### src/rtl/vx_mem_perf_tracker_pkg.sv
// Shared memory performance-counter definitions: default widths and counter/event bundles.
package vx_mem_perf_tracker_pkg;

  localparam int unsigned PerfCtrBitsDflt = 44;
  localparam int unsigned PendingBitsDflt = 8;

  typedef struct packed {
    logic [PerfCtrBitsDflt-1:0] reads;
    logic [PerfCtrBitsDflt-1:0] writes;
    logic [PerfCtrBitsDflt-1:0] latency;
  } mem_perf_t;

  typedef struct packed {
    logic rd;
    logic wr;
    logic rsp;
  } mem_evt_t;

endpackage

### src/rtl/vx_mem_perf_tracker_pending_counter.sv
// Saturating up/down counter of outstanding reads; err_o pulses when a step would over/underflow.
module vx_mem_perf_tracker_pending_counter #(
  parameter int unsigned Width = 8
) (
  input  logic             clk_i,
  input  logic             rst_ni,
  input  logic             inc_i,
  input  logic             dec_i,
  output logic [Width-1:0] count_o,
  output logic             err_o
);

  logic [Width-1:0] count_q, count_d;

  always_comb begin
    count_d = count_q;
    err_o   = 1'b0;
    case ({inc_i, dec_i})
      2'b10: begin
        if (count_q == '1) err_o = 1'b1;
        else               count_d = count_q + Width'(1);
      end
      2'b01: begin
        if (count_q == '0) err_o = 1'b1;
        else               count_d = count_q - Width'(1);
      end
      default: ;
    endcase
  end

  always_ff @(posedge clk_i) begin
    if (!rst_ni) count_q <= '0;
    else         count_q <= count_d;
  end

  assign count_o = count_q;

endmodule

### src/rtl/vx_mem_perf_tracker.sv
// Passive monitor of a memory request/response handshake: read/write counts, latency sum, pending reads.
module vx_mem_perf_tracker
  import vx_mem_perf_tracker_pkg::*;
#(
  parameter int unsigned PerfCtrBits = PerfCtrBitsDflt,
  parameter int unsigned PendingBits = PendingBitsDflt
) (
  input  logic                   clk_i,
  input  logic                   rst_ni,
  input  logic                   clear_i,
  input  logic                   mem_req_valid_i,
  input  logic                   mem_req_rw_i,
  input  logic                   mem_req_ready_i,
  input  logic                   mem_rsp_valid_i,
  input  logic                   mem_rsp_ready_i,
  output logic [PerfCtrBits-1:0] mem_reads_o,
  output logic [PerfCtrBits-1:0] mem_writes_o,
  output logic [PerfCtrBits-1:0] mem_latency_o,
  output logic [PendingBits-1:0] pending_reads_o,
  output logic                   perf_error_o
);

  mem_evt_t evt;
  assign evt.rd  = mem_req_valid_i & mem_req_ready_i & ~mem_req_rw_i;
  assign evt.wr  = mem_req_valid_i & mem_req_ready_i & mem_req_rw_i;
  assign evt.rsp = mem_rsp_valid_i & mem_rsp_ready_i;

  logic [PendingBits-1:0] pending;
  logic                   pend_err;

  vx_mem_perf_tracker_pending_counter #(
    .Width (PendingBits)
  ) u_pending (
    .clk_i   (clk_i),
    .rst_ni  (rst_ni),
    .inc_i   (evt.rd),
    .dec_i   (evt.rsp),
    .count_o (pending),
    .err_o   (pend_err)
  );

  logic [PerfCtrBits-1:0] reads_q, reads_d;
  logic [PerfCtrBits-1:0] writes_q, writes_d;
  logic [PerfCtrBits-1:0] latency_q, latency_d;
  logic                   error_q, error_d;

  always_comb begin
    reads_d   = reads_q + PerfCtrBits'(evt.rd);
    writes_d  = writes_q + PerfCtrBits'(evt.wr);
    // Each cycle a read stays outstanding adds one cycle to the latency sum.
    latency_d = latency_q + PerfCtrBits'(pending);
    error_d   = error_q | pend_err;
    if (clear_i) begin
      reads_d   = '0;
      writes_d  = '0;
      latency_d = '0;
      error_d   = 1'b0;
    end
  end

  always_ff @(posedge clk_i) begin
    if (!rst_ni) begin
      reads_q   <= '0;
      writes_q  <= '0;
      latency_q <= '0;
      error_q   <= 1'b0;
    end else begin
      reads_q   <= reads_d;
      writes_q  <= writes_d;
      latency_q <= latency_d;
      error_q   <= error_d;
    end
  end

  assign mem_reads_o     = reads_q;
  assign mem_writes_o    = writes_q;
  assign mem_latency_o   = latency_q;
  assign pending_reads_o = pending;
  assign perf_error_o    = error_q;

endmodule

### config.mk
export PLATFORM = sky130hd
export DESIGN_NAME = vx_mem_perf_tracker
export DESIGN_NICKNAME = d
export VERILOG_FILES = /design/src/rtl/vx_mem_perf_tracker_pkg.sv /design/src/rtl/vx_mem_perf_tracker_pending_counter.sv /design/src/rtl/vx_mem_perf_tracker.sv
export SDC_FILE = /design/constraint.sdc
export NUM_CORES = 1
export LEC_CHECK = 0
export ABC_AREA = 1
export CORE_ASPECT_RATIO = 1.75
export CORE_MARGIN = 3
export CORE_UTILIZATION = 48
export DETAILED_ROUTE_END_ITERATION = 10
export GPL_TIMING_DRIVEN = 1
export PLACE_DENSITY = 0.77
export SLEW_MARGIN = 20
export SYNTH_ARGS = -nofsm -noshare
export SYNTH_HDL_FRONTEND = slang
export SYNTH_SLANG_ARGS = --single-unit
### constraint.sdc
create_clock -name clk_i -period 2.35 [get_ports clk_i]
set_clock_uncertainty 0.05 [all_clocks]
set_input_delay 0.5875 -clock clk_i [delete_from_list [all_inputs] [get_ports clk_i]]
set_output_delay 0.5875 -clock clk_i [all_outputs]
set_load 0.005 [all_outputs]
==> flow_metrics.tcl, run 1 <==
set metrics [dict create \
    hold_violations 0 \
    power.density_nw_per_um2 509 \
    synth_nets 1294 \
    drv_slew 0 \
    clk_pin_slew_ps 60 \
    root_buffer "clkbuf_16" \
    synth_enable_flop_cells 0 \
    cp-endpoint "mem_reads_o[41]$_SDFF_PP0_" \
    synth_area_leaders "dfxtp_1, nand2_1, inv_1" \
    drt-initial-drc-count 525 \
    cts_inserted_buffers 17 \
    pin_count 149 \
    die_w_um 105 \
    layout-drive-gt1-share_pct 12.0 \
    clkSinkCount 141 \
    portBuffers 148 \
    yosysWarnings 0 \
    tritoncts "yes" \
    dp_hpwl_mm 23.2 \
    grt-ovfl-total 0 \
    worst-r2r-cell-count 12 \
    cap_violations 0 \
    holdBufCountCts 0 \
    yosysSeqAreaShare_pct 34.4 \
    rsz0062_at_grt "no" \
    core_um2 16600 \
    clk_path_buf_depth 2 \
    utilization_pct 66.9 \
    area_growth_pct 35.5 \
    avgSynthCellArea_um2 6.45 \
    drt-total-wl_mm 29.2 \
    worst_slack_ps 127 \
    crit_type "in -> reg" \
    synth.distinct_cells 45 \
    firstDrtPassIters 5 \
    start_kind "input pin" \
    crit_start "mem_req_rw_i" \
    yosysMostFrequentCell "nand2_1" \
    run_status "completed" \
    n_antenna_cell 0 \
    ys_ff_latch 141 \
    wl_met2_mm 15.7 \
    layout.nets 1519 \
    highest_layer "met4" \
    r2r-end "mem_latency_o[28]$_SDFF_PP0_" \
    met1Wirelength_mm 10.0 \
    finalSetupViolations 0 \
    via_per_inst 5.40 \
    ant_nets 0 \
    synth_cells 1272 \
    grt_pass1_wl_mm 45.3 \
    min_period_ps 2220 \
    min_path_type "reg -> reg" \
    wire_per_inst_um 16.9 \
    leakagePower_uw 0.00388 \
    dieHeight_um 179 \
    async_flop_share_pct 0 \
    yosys-top-cells-count "nand2_1, inv_1, nor2_1" \
    dieArea_um2 18700 \
    met3WireLength_mm 1.31 \
    grt_max_degree 40 \
    clock_latency_ps 430 \
    grtUsageTotal_pct 30.9 \
    grt_pass1_vias 9209 \
    drc 0 \
    rrSetupSlack_ps 160 \
    initial_core_util_pct 49.4 \
    syn_area_um2 8200 \
    fmax_mhz 450 \
    synthFlopType "dfxtp_1" \
    worstPathMaxFanout 4 \
    vias 9359 \
    reg2reg_from "u_pending.count_o[0]$_SDFFE_PN0P_" \
    slew_headroom_pct 57.4 \
    synth_top_cell_by_area "dfxtp_1" \
    peakVddDrop_mv 0.498 \
    crit_arrival_ps 2480 \
    gp_congestion 1.05 \
    antenna_found_initial 0 \
    cts_htree_levels 4 \
    synth_top_area_share_pct 34.4 \
    end_kind "flip-flop" \
    required_ps 2610 \
    tightest_slew_ps 634 \
    pre_cts_ws_ps -653 \
    rows 62 \
    layout_worst_path_cycle_share_pct 94.6 \
]
## power breakdown
group | total, uW | switching [uW] | internal, uW
clock | 2840 | 1130 | 1710
sequential | 2430 | 19.8 | 2410
combinational | 391 | 229 | 162
total | 5660 | 1380 | 4280
## metal layers
layer | GRT usage, % | vias up
li1 | - | 4596
met5 | 0 | -
met3 | 4.47 | 130
met1 | 28.9 | 4289
met4 | 22.6 | 0
met2 | 60.0 | 344
## placed cells by master, fill, tap and decap left out, drive strengths merged
master           n
nand2          328
nor2           175
inv            169
clkdlybuf4s50  145
dfxtp          141
a21oi          115
nand3          105
buf             74
nor3            52
o21ai           50
or2             27
nand4           24
clkbuf          21
xor2            13
nor4            13
ha              13
xnor2            6
nor3b            5
nand3b           5
clkinvlp         5
o21a             3
and3             3
bufinv           3
clkinv           3
and2             2
dlygate4sd2      2
a21o             2
or3              1
a21boi           1
o211ai           1
o221a            1
a41oi            1
fa               1
## kinds of logic after synthesis
group	share of synthesized area, %
XOR/XNOR	2.03
adder cells (fa/ha/maj)	2.23
AO/OA/AOI/OAI	11.1
AND/OR/NAND/NOR	41.6
flip-flops	34.4
buffers and inverters	8.65
## sequential cells by signal (all words and copies together) (netlist names)
| signal | count |
|---|---|
| mem_reads_o | 44 |
| mem_latency_o | 44 |
| mem_writes_o | 44 |
| u_pending.count_o | 8 |
| perf_error_o | 1 |
## worst max-delay path: stages
cell           delay, ps
dlygate4sd2_1        240
inv_2                 60
buf_4                110
nand3_4               80
inv_1                100
ha_1                 170
buf_4                110
nand3_2               80
inv_1                110
nand2_2               90
nor2_4               110
nand3_2              160
nor2_1               230
and3_1               200
nor3_2                40
## repair_timing
action,in CTS,in global routing
pin swaps,6,3
setup endpoints to repair,19,8
cloned,0,0
resized for setup,11,5
buffers inserted,1,0
## worst min path at each step
stage / start / endpoint / slack [ps] / depth (start not counted)
detailed placement: mem_reads_o[43]$_SDFF_PP0_ / mem_reads_o[43]$_SDFF_PP0_ / 420 / 2
finish: mem_reads_o[43]$_SDFF_PP0_ / mem_reads_o[43]$_SDFF_PP0_ / 430 / 2
floorplan: mem_reads_o[4]$_SDFF_PP0_ / mem_reads_o[4]$_SDFF_PP0_ / 410 / 2
global placement: mem_latency_o[43]$_SDFF_PP0_ / mem_latency_o[43]$_SDFF_PP0_ / 410 / 2
CTS: mem_reads_o[43]$_SDFF_PP0_ / mem_reads_o[43]$_SDFF_PP0_ / 440 / 2
global route: mem_reads_o[43]$_SDFF_PP0_ / mem_reads_o[43]$_SDFF_PP0_ / 470 / 2
## cell type report
| type | count | area (um2) |
|---|---|---|
| Multi-Input combinational cell | 947 | 4710 |
| Clock buffer | 20 | 447 |
| Fill cell | 1533 | 5490 |
| Sequential cell | 141 | 2820 |
| Tap cell | 224 | 280 |
| Inverter | 168 | 632 |
| Timing Repair Buffer | 222 | 2050 |
| Clock inverter | 12 | 163 |
## per-stage QoR
| step | cell area [um2] | hold slack, ps | total power [uW] | setup TNS, ps | instances |
|---|---|---|---|---|---|
| floorplan | 8200 | 412 | 2690 | 0 | 1272 |
| global placement | 10500 | 413 | 2870 | -24220 | 1701 |
| detailed placement | 10500 | 424 | 2870 | -27560 | 1701 |
| CTS | 11100 | 437 | 5680 | 0 | 1734 |
| global route | 11100 | 473 | 5820 | 0 | 1734 |
| finish | 11100 | 433 | 5660 | 0 | 1734 |
Note: power is estimated with default switching activity, not from simulation.
==> run 2, diff against run 1 <==
GPL_TIMING_DRIVEN = 0   (was 1)
SKIP_LAST_GASP = 1   (was not set)
==> run 2 against run 1 <==
Maximum frequency down 3.1%. Final cell count fell by 2.5%. Worst setup slack got worse by 70 ps. Global-route usage up 0.49 points. Wire length up 1.1%. Register-to-register slack worse by 100 ps. Die area unchanged. Utilization is 1.4 points lower. Sequential power about the same. Hold slack improved by 4.4 ps. Highest routed layer unchanged.
==> flow_metrics.tcl, run 2 (same netlist as run 1, synthesis figures left out) <==
set metrics [dict create \
    tns_ps 0 \
    crit_type "reg -> reg" \
    wire_per_inst_um 17.5 \
    vias 9140 \
    grt_pass1_wl_mm 45.8 \
    clkSinkCount 141 \
    layout.nets 1475 \
    core_um2 16600 \
    area_growth_pct 32.7 \
    tritoncts "yes" \
    via_per_inst 5.41 \
    cts_inserted_buffers 17 \
    layout_worst_path_cycle_share_pct 97.6 \
    root_buffer "clkbuf_16" \
    die_w_um 105 \
    finalSetupViolations 0 \
    grt-ovfl-total 0 \
    slew_headroom_pct 52.2 \
    drv_slew 0 \
    min_period_ps 2290 \
    fill_cells 1530 \
    end_kind "flip-flop" \
    firstDrtPassIters 6 \
    run_status "completed" \
    crit_arrival_ps 2510 \
    initial_core_util_pct 49.4 \
    fmax_mhz 436 \
    dp.cells 1644 \
    final_cells 1690 \
    rsz0062_at_grt "no" \
    clk_pin_slew_ps 60 \
    tightest_slew_ps 710 \
    power.density_nw_per_um2 524 \
    cts_htree_levels 4 \
    grtUsageTotal_pct 31.4 \
    portBuffers 148 \
    min_path_type "reg -> reg" \
    path_cells "ha_4 -> inv_2 -> fa_2 -> nor2_4 -> nand2_1 -> nand2_2 -> a21o_1 -> buf_6 -> buf_4 -> nand3_1 -> o21ai_0 -> a21oi_1" \
    start_kind "flip-flop" \
    n_antenna_cell 0 \
    drt-total-wl_mm 29.5 \
    grt_pass1_vias 9065 \
    cap_violations 0 \
    ant_nets 0 \
    gp_congestion 1.01 \
    drt-initial-drc-count 481 \
    hold_violations 0 \
    drc 0 \
    slowest_delay_ps 420 \
    slowest_stage "fa_2" \
    antenna_found_initial 0 \
    peakVddDrop_mv 0.401 \
    layout_commonest_cell "nand2_1" \
    clk_path_buf_depth 2 \
    worstPathMaxFanout 8 \
    leakagePower_uw 0.00365 \
    dp_hpwl_mm 23.6 \
    clock_latency_ps 430 \
    rows 62 \
    dieArea_um2 18700 \
    layout-drive-gt1-share_pct 10.5 \
    grt_max_degree 17 \
    mostFrequentLayoutCells "nand2_1, inv_1, nor2_1, clkdlybuf4s50_1, dfxtp_1" \
    required_ps 2570 \
    pin_count 149 \
    dieHeight_um 179 \
]
-- run 2: cell types whose count changed in the layout (fill, tap and decap cells not counted), moves of 4 or more --
cell,previous run,this run
nor2_1,155,151
nor2_4,6,13
clkbuf_1,2,8
inv_1,161,156
buf_2,0,4
inv_2,6,12
buf_4,72,14
-- run 2: what timing repair did --
action	CTS	global route
cloned	0	0
endpoints found under the hold margin	0	0
resized for setup	37	20
hold buffers	0	0
setup buffers	9	5
pin swaps	10	8
setup endpoints to repair	73	41
-- run 2: area by class of cell --
cell class	count	area, um2	area share [%]
Buffer	16	82.6	0.759
Multi-Input combinational cell	947	4850	44.6
Clock inverter	12	159	1.46
Sequential cell	141	2830	26.0
Timing Repair Buffer	162	1580	14.5
Inverter	168	631	5.80
Clock buffer	20	467	4.29
Tap cell	224	280	2.58
-- run 2: stage by stage --
step / utilization [%] / total power, uW / instance area [um2] / hold slack (ps) / setup WS (ps)
2_1_floorplan: - / 2690 / 8200 / 412 / 16.1
3_3_place_gp: 60.0 / 2830 / 9960 / 414 / -1090
3_5_place_dp: 60.0 / 2830 / 9960 / 417 / -1120
4_1_cts: 65.0 / 5720 / 10800 / 438 / 4.47
5_1_grt: 65.5 / 5870 / 10900 / 461 / 0.633
6_report: 65.5 / 5700 / 10900 / 437 / 57.0
-- run 2: worst max-delay path: cells and delay by family, from the launching register on --
kind            cells  cell delay (ps)
compound gates      3              430
flops               1              390
fa+ha+maj           2              570
buf+inv             3              320
simple gates        4              390
-- run 2: final timing paths --
kind	start	endpoint	slack, ps	cells past startpoint
max	u_pending.count_o[0]$_SDFFE_PN0P_	mem_latency_o[26]$_SDFF_PP0_	60	12
min	perf_error_o$_SDFF_PP0_	perf_error_o$_SDFF_PP0_	440	2
max reg2reg	u_pending.count_o[0]$_SDFFE_PN0P_	mem_latency_o[26]$_SDFF_PP0_	60	12
min reg2reg	perf_error_o$_SDFF_PP0_	perf_error_o$_SDFF_PP0_	440	2
-- run 2: power breakdown --
part	total [uW]	switching (uW)	internal, uW
Combinational	345	216	130
Clock	2910	1140	1770
Sequential	2450	36.3	2410
-- run 2: metal layers --
layer | up-vias | wire length, um | share of wire [%] | track usage (%)
li1 | 4501 | - | - | -
met1 | 4149 | 10100 | 34 | 29.6
met2 | 357 | 15600 | 53 | 60.7
met3 | 133 | 1440 | 4.9 | 4.50
met4 | 0 | 2340 | 7.9 | 23.1
met5 | - | 0 | 0 | 0
==> run 3, diff against run 2 <==
ABC_CLOCK_PERIOD_IN_PS = 2350   (was not set)
==> results of run 3 <==
The final DEF is identical to that of run 2; final timing and power are the same.
